`src/rtl/btn_conditioner.sv`:
```
// rtl/btn_conditioner.sv - synchronise, debounce and strobe one raw button line
// One shared timer serves the debounce, hold and auto-repeat windows.
module btn_conditioner #(
   parameter int DB_CYCLES     = 1000000,
   parameter int HOLD_CYCLES   = 100000000,
   parameter int REPEAT_CYCLES = 20000000,
   parameter int CNT_W         = 27
) (
   input  logic clk,
   input  logic clr,
   input  logic btn_in,
   output logic level,
   output logic press,
   output logic release_pulse,
   output logic hold,
   output logic rpt
);

   typedef enum logic [2:0] {
      IDLE,
      DB_PRESS,
      PRESSED,
      HELD,
      DB_REL
   } state_t;

   localparam logic [CNT_W-1:0] DB_LAST   = CNT_W'(DB_CYCLES - 1);
   localparam logic [CNT_W-1:0] HOLD_LAST = CNT_W'(HOLD_CYCLES - 1);
   localparam logic [CNT_W-1:0] REP_LAST  = CNT_W'(REPEAT_CYCLES - 1);

   state_t           state_q, state_d;
   logic [CNT_W-1:0] timer_q, timer_d;
   logic             s1_q, s1_d;
   logic             s_q, s_d;
   logic             was_held_q, was_held_d;
   logic             level_q, level_d;
   logic             press_q, press_d;
   logic             release_q, release_d;
   logic             hold_q, hold_d;
   logic             rpt_q, rpt_d;

   always_ff @(posedge clk) begin
      if (!clr) begin
         state_q    <= IDLE;
         timer_q    <= '0;
         s1_q       <= 1'b0;
         s_q        <= 1'b0;
         was_held_q <= 1'b0;
         level_q    <= 1'b0;
         press_q    <= 1'b0;
         release_q  <= 1'b0;
         hold_q     <= 1'b0;
         rpt_q      <= 1'b0;
      end else begin
         state_q    <= state_d;
         timer_q    <= timer_d;
         s1_q       <= s1_d;
         s_q        <= s_d;
         was_held_q <= was_held_d;
         level_q    <= level_d;
         press_q    <= press_d;
         release_q  <= release_d;
         hold_q     <= hold_d;
         rpt_q      <= rpt_d;
      end
   end

   always_comb begin
      s1_d       = btn_in;
      s_d        = s1_q;
      state_d    = state_q;
      timer_d    = timer_q;
      was_held_d = was_held_q;
      level_d    = level_q;
      hold_d     = hold_q;
      press_d    = 1'b0;
      release_d  = 1'b0;
      rpt_d      = 1'b0;

      unique case (state_q)
         IDLE: begin
            if (s_q) begin
               state_d = DB_PRESS;
               timer_d = '0;
            end
         end
         DB_PRESS: begin
            if (!s_q) begin
               state_d = IDLE;
            end else if (timer_q == DB_LAST) begin
               state_d = PRESSED;
               timer_d = '0;
               level_d = 1'b1;
               press_d = 1'b1;
            end else begin
               timer_d = timer_q + CNT_W'(1);
            end
         end
         PRESSED: begin
            if (!s_q) begin
               state_d    = DB_REL;
               was_held_d = 1'b0;
               timer_d    = '0;
            end else if (timer_q == HOLD_LAST) begin
               state_d = HELD;
               hold_d  = 1'b1;
               rpt_d   = 1'b1;
               timer_d = '0;
            end else begin
               timer_d = timer_q + CNT_W'(1);
            end
         end
         HELD: begin
            if (!s_q) begin
               state_d    = DB_REL;
               was_held_d = 1'b1;
               timer_d    = '0;
            end else if (timer_q == REP_LAST) begin
               rpt_d   = 1'b1;
               timer_d = '0;
            end else begin
               timer_d = timer_q + CNT_W'(1);
            end
         end
         DB_REL: begin
            // A bounce back to 1 resumes the pressed state with a fresh count.
            if (s_q) begin
               state_d = was_held_q ? HELD : PRESSED;
               timer_d = '0;
            end else if (timer_q == DB_LAST) begin
               state_d   = IDLE;
               timer_d   = '0;
               level_d   = 1'b0;
               hold_d    = 1'b0;
               release_d = 1'b1;
            end else begin
               timer_d = timer_q + CNT_W'(1);
            end
         end
         default: begin
            state_d = IDLE;
            timer_d = '0;
         end
      endcase
   end

   assign level         = level_q;
   assign press         = press_q;
   assign release_pulse = release_q;
   assign hold          = hold_q;
   assign rpt           = rpt_q;

endmodule
```
`config.mk`:
```
export PLATFORM = sky130hd
export DESIGN_NAME = btn_conditioner
export DESIGN_NICKNAME = d
export VERILOG_FILES = /design/src/rtl/btn_conditioner.sv
export SDC_FILE = /design/constraint.sdc
export NUM_CORES = 1
export LEC_CHECK = 0
export ABC_AREA = 1
export BUFFER_PORTS_ARGS = -buffer_cell sky130_fd_sc_hd__buf_2
export CORE_ASPECT_RATIO = 1.75
export CORE_MARGIN = 2
export CORE_UTILIZATION = 60
export CTS_CLUSTER_DIAMETER = 100
export DETAILED_ROUTE_END_ITERATION = 12
export HOLD_SLACK_MARGIN = 0.05
export PLACE_DENSITY = 0.78
export REMOVE_ABC_BUFFERS = 1
export SYNTH_ARGS = -nofsm -noshare
export SYNTH_HDL_FRONTEND = slang
export SYNTH_SLANG_ARGS = --single-unit
```
`constraint.sdc`:
```
create_clock -name clk -period 3.35 [get_ports clk]
set_input_delay 0.67 -clock clk [delete_from_list [all_inputs] [get_ports clk]]
set_output_delay 0.67 -clock clk [all_outputs]
set_load 0.005 [all_outputs]
```
==> results of run 1 <==
[worst max-delay path: stages, from the launching register on]
cell     delay [ps]
dfxtp_1         360
ha_1            180
nand3_1         130
nor2_2          200
inv_2            40
nor2_1          120
nand2_1         150
o21ai_1         130
nand3_2         230
o21ai_4         500
nor2_1          100
[area by class of cell]
type | instances | area (um^2)
Clock buffer | 6 | 82.6
Sequential cell | 38 | 761
Clock inverter | 2 | 60.1
Inverter | 55 | 206
Multi-Input combinational cell | 264 | 1230
Fill cell | 329 | 1160
Timing Repair Buffer | 7 | 35.0
Tap cell | 46 | 57.6
[routing by layer]
layer / wire [um] / track usage, %
met1: 2180 / 29.8
met2: 3040 / 54.1
met3: 197 / 4.27
met4: 251 / 17.2
met5: 0 / 0
[cell families after synthesis]
logic type,Yosys count,share of synthesized area (%)
AO/OA/AOI/OAI,34,8.73
XOR/XNOR,12,4.73
adder cells (fa/ha/maj),1,0.563
buffers and inverters,60,10.5
flip-flops,38,34.2
AND/OR/NAND/NOR,217,41.2
[cell usage in the layout (no fill, tap or decap), types with 3 or more instances in the layout]
cell type and count:
dfxtp_1 38, nor3_1 8, nand3_1 26, o21ai_0 11, inv_2 3, nor2_2 5
a21oi_1 17, xor2_1 9, buf_2 7, nand2_2 4, nor2_1 70, xnor2_1 3
clkbuf_8 6, nand2_1 93, inv_1 50, nand4_1 8
[where the power goes]
part,internal (mW),switching [mW]
clock,0.318,0.172
combinational,0.0744,0.191
sequential,0.480,0.0290
total,0.873,0.392
[stage by stage]
stage | power, mW | utilization, % | hold slack [ps]
3_5_place_dp | 0.782 | 63.7 | 440
3_3_place_gp | 0.776 | 63.7 | 442
4_1_cts | 1.27 | 67.6 | 457
2_1_floorplan | 0.714 | - | 390
6_report | 1.26 | 67.6 | 452
5_1_grt | 1.33 | 67.6 | 459
[cells in the mapped netlist (all sizes together)]
| cell | count |
|---|---|
| clkinv | 2 |
| dfxtp | 38 |
| ha | 1 |
| a21oi | 17 |
| o211a | 1 |
| xnor2 | 3 |
| xor2 | 9 |
| o21ai | 13 |
| buf | 2 |
| nor3 | 8 |
| inv | 53 |
| nand3 | 27 |
| clkbuf | 3 |
| nor2 | 76 |
| a211oi | 2 |
| nand4 | 8 |
| nor4 | 1 |
| o21bai | 1 |
| nand2 | 97 |
[flip-flops by register name, indices dropped and copies added, names as in the netlist]
signal / count
hold: 1
release_pulse: 1
timer_q: 27
level: 1
was_held_q: 1
s1_q: 1
rpt: 1
state_q: 3
s_q: 1
press: 1
[path summary, 6_finish.rpt]
| check | slack [ps] | cells after the start | endpoint | start |
|---|---|---|---|---|
| worst max-delay path | 1070 | 10 | timer_q[21] | timer_q[0] |
| worst min register to register | 450 | 2 | s_q | s1_q |
| worst min-delay path | 450 | 2 | s_q | s1_q |
| worst max register to register | 1070 | 10 | timer_q[21] | timer_q[0] |
==> out/qor.csv, run 1 <==
metric;value;unit
Starting DRT DRC Count;90;
# diodes;0;
number of synthesized register bits;38;
Syn Std Cell Area;2220;um^2
Slew HR;66.1;%
Sum Neg Setup Slack;0;ps
vias per inst;5.45;
Routed Antenna Nets;0;
DP Area;2290;um^2
WL final;5.67;mm
Syn-to-layout area delta;9.35;%
initial core utilization;61.9;%
Worst Path Arrival;2450;ps
pwr/cell area;521;nW/um^2
Post-DP HPWL;4.27;mm
clock sink count;38;
Final period util;68.1;%
Die Y;84.5;um
clock buffer depth;2;
DRC violations left;0;
vias in the first global route;2209;
final hold violations;0;
Finished Layout Cells;418;
placed cells;410;
post-layout min period;2280;ps
run status;completed;
Avg Inst Size Synth;6.14;um^2
Post-CTS Resized;0;
Port Buffers;7;
io pins;8;
initial antenna violation count;0;
CP startpoint kind;flop;
die span in x;50.0;um
largest cells by area after synthesis;dfxtp_1 34%, nand2_1 16%, nor2_1 12%, inv_1 8.4%, nand3_1 5.9%;
core area;3590;um^2
Syn. warnings;0;
Skew-Pair Late Insertion Delay;300;ps
first-pass GRT wire length;9.58;mm
worst path required time;3520;ps
total congestion overflow;0;
crit path kind;reg2reg;
CTS buffer count;5;
cell count after synthesis;362;
fmax;0.438;GHz
pin count of the biggest net entering global routing;18;
post-CTS setup buffers;0;
skew final;10.3;ps
Max Slew Vio Count;0;
HP Class;reg2reg;
VDD IR-drop max;0.000438;V
DRT Pass-1 Iters;5;
Synth area leader;dfxtp_1;
unrepaired setup endpoints after global routing;no;
Finished Cell Area;2430;um^2
CTS tree;done;
H-Tree Depth;2;
Final #Nets;375;
RD Place Congestion;1.07;
DIE AREA;4230;um^2
Pleak;1.03;nW
crit end category;flop;
count of final setup violators;0;
proportion of layout cells with a drive suffix above 1;8.06;%
DP Worst Slack;1050;ps
via count;2277;
Worst-path clk slew;80;ps
worst slew pin tran;507;ps
overall routing resource usage;29.3;%
Max Cap Violations;0;
area share of the largest cell type after synthesis;34.2;%
CTS Hold Bufs;0;
Max FO, Critical Path;17;
register area share after synthesis;34.2;%
final setup margin;1070;ps
drt wl/cell;13.6;um
CTS Root Buffer Type;clkbuf_8;
placement row count;29;
Synth cell types;27;
Power figures use the tool's default switching activity.
==> inputs of run 2 (changes only) <==
Clock period 3.35 ns to 2.2 ns, I/O delays scaled along.
==> run 2 against run 1 <==
Against the previous run:
- hold slack worse by 130 ps
- largest power group unchanged
- count of clock-buffer cells in the layout is 1 lower
- highest routed layer unchanged
- die area unchanged
- flip-flop and latch count unchanged
- register-to-register slack lost 750 ps
- fmax up 21%
- first-iteration DRC count is 2.2% lower
- critical path depth rose by 2
- combinational power up 82%
- sequential share of layout area is 0.66 points lower
==> out/qor.csv, run 2 (synthesis results as in run 1) <==
metric;value;unit;change
critical path, cell by cell;ha_1, nand3_1, inv_1, nand2_2, nor2_1, nand2_1, nor2_1, nand2_1, nor2_1, nand3_1, nand2_1, nor2_1;;
die span in x;50.0;um;unchanged
Reg-to-Reg Start;timer_q[1];;
HP Class;in2reg;;
Pleak;1.06;nW;+3.1%
skew final;4.62;ps;-5.65 ps
DIE AREA;4230;um^2;unchanged
# diodes;0;;unchanged
worst path required time;2400;ps;-1120 ps
clock sink count;38;;unchanged
first-pass GRT wire length;9.45;mm;-1.3%
initial antenna violation count;0;;unchanged
Skew-Pair Late Insertion Delay;300;ps;about the same
Syn-to-layout area delta;11.7;%;
CTS Root Buffer Type;clkbuf_8;;
Max Slew Vio Count;0;;unchanged
proportion of layout cells with a drive suffix above 1;9.52;%;+1.5 points
DRT Pass-1 Iters;4;;-1
Worst path max stage delay;370;ps;-130 ps
family with the most delay on the worst path;simple AND/OR/NAND/NOR gates;;
DRC violations left;0;;unchanged
NetSw;0.631;mW;+61%
VDD IR-drop max;0.000609;V;+39%
hold depth;3;;+1
worst reg2reg path depth;12;;+2
CTS buffer count;5;;unchanged
CP bufs+invs;1;;unchanged
Largest Register;timer_q;;
Slew HR;76.9;%;+11 points
fmax;0.531;GHz;+21%
multi-input gate area in the final layout;1230;um^2;unchanged
core area;3590;um^2;unchanged
most frequent cells in the layout;93 x nand2_1, 70 x nor2_1, 50 x inv_1;;
Int Pwr;1.35;mW;+55%
CTS tree;done;;
CP max-delay cell;dfxtp_1;;
pwr/cell area;799;nW/um^2;+53%
WL final;5.72;mm;+0.83%
vias per inst;5.40;;-0.94%
Clk pwr share;36.4;%;-2.3 points
crit path kind;reg2reg;;
Port Buffers;7;;unchanged
total congestion overflow;0;;unchanged
placement row count;29;;unchanged
Sum Neg Setup Slack;0;ps;unchanged
unrepaired setup endpoints after global routing;no;;
run status;completed;;
final core occ;69.1;%;+1.5 points
Worst-path clk slew;80;ps;about the same
Hold Crit Start;btn_in;;
overall routing resource usage;29.3;%;about the same
pin count of the biggest net entering global routing;18;;unchanged
logic gate share of total power;24.3;%;+3.3 points
Final #Nets;381;;+1.6%
CP startpoint kind;flop;;
most common cell after layout, fill and taps aside;nand2_1;;
FF+latch area;761;um^2;unchanged
RD Place Congestion;1.02;;-4.5%
initial core utilization;61.9;%;unchanged
Worst R2R Setup Slack;320;ps;-750 ps
io pins;8;;unchanged
final hold violations;0;;unchanged
post-layout min period;1880;ps;-397 ps
Routed Antenna Nets;0;;unchanged
Post-CTS Resized;0;;unchanged
Largest register FFs;27;;unchanged
clock buffer depth;2;;unchanged
biggest regs;timer_q (27), state_q (3);;
Final period util;85.6;%;+18 points
Max FO, Critical Path;5;;-12
hold-critical path endpoint;s1_q;;
most used cell, CP;nor2_1;;
crit end category;flop;;
via count;2288;;+0.48%
vias in the first global route;2180;;-1.3%
Post-DP HPWL;4.47;mm;+4.5%
count of final setup violators;0;;unchanged
Starting DRT DRC Count;88;;-2.2%
Worst Path Arrival;2080;ps;-370 ps
drt wl/cell;13.5;um;-0.60%
switch share;31.8;%;+0.81 points
R2R Path End;timer_q[20];;
Max Cap Violations;0;;unchanged
H-Tree Depth;2;;unchanged
# fillers;335;;+1.8%
worst slew pin tran;344;ps;-163 ps
Die Y;84.5;um;unchanged
Sequential Power Share;39.3;%;-1.0 points
run 2: cell count changes in the layout (fill, tap and decap cells not counted), sizes merged:
cell	delta
buf	+6
clkinv	+1
clkbuf	-1
run 2: routing by layer:
metal	wire [um]	up-vias	GRT usage, %
met2	3060	60	52.0
met4	301	0	19.2
li1	-	1160	-
met5	0	-	0
met1	2130	1040	30.2
met3	228	28	5.34
run 2: worst max-delay path by stage:
stage | startpoint | to | slack, ps | depth (start not counted)
after global routing | timer_q[1] | timer_q[5] | 80 | 11
after detailed placement | timer_q[1] | timer_q[20] | 240 | 10
after floorplan | timer_q[0] | timer_q[20] | 420 | 10
after global placement | timer_q[20] | timer_q[20] | 310 | 9
after CTS | timer_q[1] | timer_q[20] | 210 | 10
final | timer_q[1] | timer_q[20] | 320 | 12
run 2: layout make-up:
| class | count | share of cell area, % |
|---|---|---|
| clock buffer | 5 | 2.77 |
| clock inverter | 3 | 2.77 |
| inverter | 55 | 8.32 |
| multi-input combinational | 264 | 49.4 |
| sequential | 38 | 30.6 |
| tap | 46 | 2.32 |
| timing repair buffer | 13 | 3.73 |
run 2: per-stage QoR:
stage | instance area (um^2) | cells | power, mW | setup WS, ps | hold slack [ps]
after floorplan | 2190 | 357 | 1.09 | 417 | 390
after global placement | 2320 | 415 | 1.24 | 306 | 404
after detailed placement | 2320 | 415 | 1.24 | 238 | 402
after CTS | 2460 | 423 | 1.96 | 214 | 324
after global routing | 2480 | 424 | 2.07 | 79.9 | 331
final | 2480 | 424 | 1.98 | 317 | 322
run 2: power by group through the flow:
stage	clock network (mW)	logic, mW	registers, mW
after detailed placement	0	0.452	0.793
after global routing	0.754	0.535	0.786
after floorplan	0	0.307	0.780
after CTS	0.725	0.454	0.777
final	0.721	0.482	0.779
after global placement	0	0.451	0.793
run 2: worst reg2reg max path: stages (launching register included):
cell and delay (ps):
dfxtp_1 370, ha_1 170, nand3_1 110, inv_1 100, nand2_2 90, nor2_1 180
nand2_1 100, nor2_1 250, nand2_1 140, nor2_1 100, nand3_1 70, nand2_1 70
nor2_1 40
run 2: repair_timing:
| item | in CTS | in global routing |
|---|---|---|
| setup endpoints to repair | 0 | 3 |
| hold buffers | 0 | 0 |
| setup buffers | 0 | 1 |
==> inputs of run 3 (changes only) <==
Settings changed: MAX_ROUTING_LAYER set to met4.
==> run 3 against run 2 <==
Against the previous run:
- critical path depth decreased by 1
- clock power shrank 0.6%
- first-iteration DRC count down 16%
- design area fell by 0.81%
- power down 0.63%
- utilization shrank 0.56 points
- critical endpoint is now timer_q[16]
- largest power group unchanged
==> out/qor.csv, run 3 (synthesis results as in run 1) <==
metric;value;unit;change
post-layout min period;1870;ps;-16.7 ps
Sequential Power Share;39.4;%;about the same
count of final setup violators;0;;unchanged
Int Pwr;1.35;mW;-0.43%
clock buffer depth;2;;unchanged
Clk pwr share;36.4;%;about the same
Final period util;84.8;%;-0.76 points
final core occ;68.5;%;-0.56 points
crit path kind;reg2reg;;
run status;completed;;
metal2 WL;3.07;mm;+0.49%
pin count of the biggest net entering global routing;16;;-2
DIE AREA;4230;um^2;unchanged
most common cell after layout, fill and taps aside;nand2_1;;
drt wl/cell;13.3;um;-1.5%
Skew-Pair Late Insertion Delay;290;ps;about the same
via count;2249;;-1.7%
H-Tree Depth;2;;unchanged
CTS buffer count;5;;unchanged
vias in the first global route;2231;;+2.3%
overall routing resource usage;29.8;%;+0.44 points
DRC violations left;0;;unchanged
crit end category;flop;;
clock sink count;38;;unchanged
post-CTS setup buffers;0;;unchanged
core area;3590;um^2;unchanged
Max FO, Critical Path;10;;+5
proportion of layout cells with a drive suffix above 1;9.28;%;-0.24 points
Syn-to-layout area delta;10.8;%;
met3 WL;165;um;-28%
vias per inst;5.32;;-1.5%
initial antenna violation count;0;;unchanged
Max Cap Violations;0;;unchanged
Post-DP HPWL;4.37;mm;-2.2%
first-pass GRT wire length;9.46;mm;about the same
Starting DRT DRC Count;74;;-16%
Largest Register;timer_q;;
Pleak;1.05;nW;-1.1%
VDD IR-drop max;0.000730;V;+20%
Final #Nets;380;;-0.26%
logic gate share of total power;24.2;%;about the same
Reg-to-Reg Start;timer_q[0];;
Hold Crit Start;btn_in;;
critical path depth;11;;-1
DP Worst Slack;351;ps;+113 ps
worst slew pin tran;354;ps;+9.78 ps
CP Launch Point;timer_q[0];;
Worst Path Arrival;2050;ps;-30 ps
critical path, cell by cell;ha_1, nand3_1, nor2_2, inv_2, nor2_1, nand2_1, o21ai_1, nand3_2, buf_4, a21oi_1, nor2_1;;
initial core utilization;61.9;%;unchanged
DRT Pass-1 Iters;7;;+3
biggest regs;timer_q (27), state_q (3);;
Max Slew Vio Count;0;;unchanged
Slew HR;76.2;%;-0.66 points
total power;1.97;mW;-0.63%
CTS tree;done;;
unrepaired setup endpoints after global routing;no;;
Port Buffers;7;;unchanged
max layer used;met4;;
NetSw;0.624;mW;-1.1%
final setup margin;334;ps;+16.7 ps
worst path required time;2390;ps;about the same
M1 WL;2.18;mm;+2.1%
worst reg2reg path depth;11;;-1
fmax;0.536;GHz;+0.90%
WL final;5.62;mm;-1.8%
most used cell, CP;nor2_1;;
Routed Antenna Nets;0;;unchanged
family with the most delay on the worst path;simple AND/OR/NAND/NOR gates;;
CP startpoint kind;flop;;
io pins;8;;unchanged
HP Class;in2reg;;
placement row count;29;;unchanged
final hold violations;0;;unchanged
Post-CTS Resized;0;;unchanged
Die Y;84.5;um;unchanged
Largest register FFs;27;;unchanged
Worst path max stage delay;360;ps;about the same
# diodes;0;;unchanged
Sum Neg Setup Slack;0;ps;unchanged
CP max-delay cell;dfxtp_1;;
total congestion overflow;0;;unchanged
CP bufs+invs;2;;+1
die span in x;50.0;um;unchanged
Worst-path clk slew;80;ps;about the same
pwr/cell area;800;nW/um^2;+0.18%
# fillers;337;;+0.60%
most frequent cells in the layout;93 x nand2_1, 70 x nor2_1, 50 x inv_1;;
CTS Root Buffer Type;clkbuf_8;;
RD Place Congestion;1.04;;+1.8%
switch share;31.7;%;-0.14 points
hold depth;3;;unchanged
CTS Hold Bufs;0;;unchanged
skew final;2.98;ps;-1.65 ps
-- run 3: path summary, 6_finish.rpt --
kind,endpoint,slack (ps)
worst max-delay path,timer_q[16],330
worst min-delay path,s1_q,330
worst max register to register,timer_q[16],330
worst min register to register,s_q,440
-- run 3: metal layers --
layer  track usage (%)  up-vias
met3              4.27       22
met1              29.4     1013
met2              51.8       60
li1                  -     1154
met4              20.2        0
met5                 -        -
-- run 3: power groups by stage --
stage / combinational, mW / sequential (mW) / clock (mW)
2_1_floorplan: 0.307 / 0.780 / 0
3_3_place_gp: 0.465 / 0.790 / 0
3_5_place_dp: 0.469 / 0.791 / 0
4_1_cts: 0.471 / 0.775 / 0.729
5_1_grt: 0.529 / 0.784 / 0.739
6_report: 0.476 / 0.777 / 0.717
-- run 3: worst reg2reg max path, delay by kind of cell, from the launching register on --
family,cells,cell delay (ps)
adder cells (fa/ha/maj),1,180
flip-flops,1,360
AND/OR/NAND/NOR,6,710
AO/OA/AOI/OAI,2,280
buffers and inverters,2,240
-- run 3: final cells by class --
class / instances / area (um^2) / area share [%]
Clock inverter: 3 / 68.8 / 2.79
Sequential cell: 38 / 761 / 30.9
Tap cell: 46 / 57.6 / 2.34
Inverter: 55 / 206 / 8.38
Timing Repair Buffer: 12 / 72.6 / 2.95
Multi-Input combinational cell: 264 / 1230 / 49.8
Clock buffer: 5 / 68.8 / 2.79
-- run 3: stage by stage --
step           hold slack, ps  instance area [um^2]  std cells
5_1_grt                   346                  2460        423
3_3_place_gp              404                  2320        415
2_1_floorplan             390                  2190        357
3_5_place_dp              432                  2320        415
6_report                  333                  2460        423
4_1_cts                   330                  2460        423
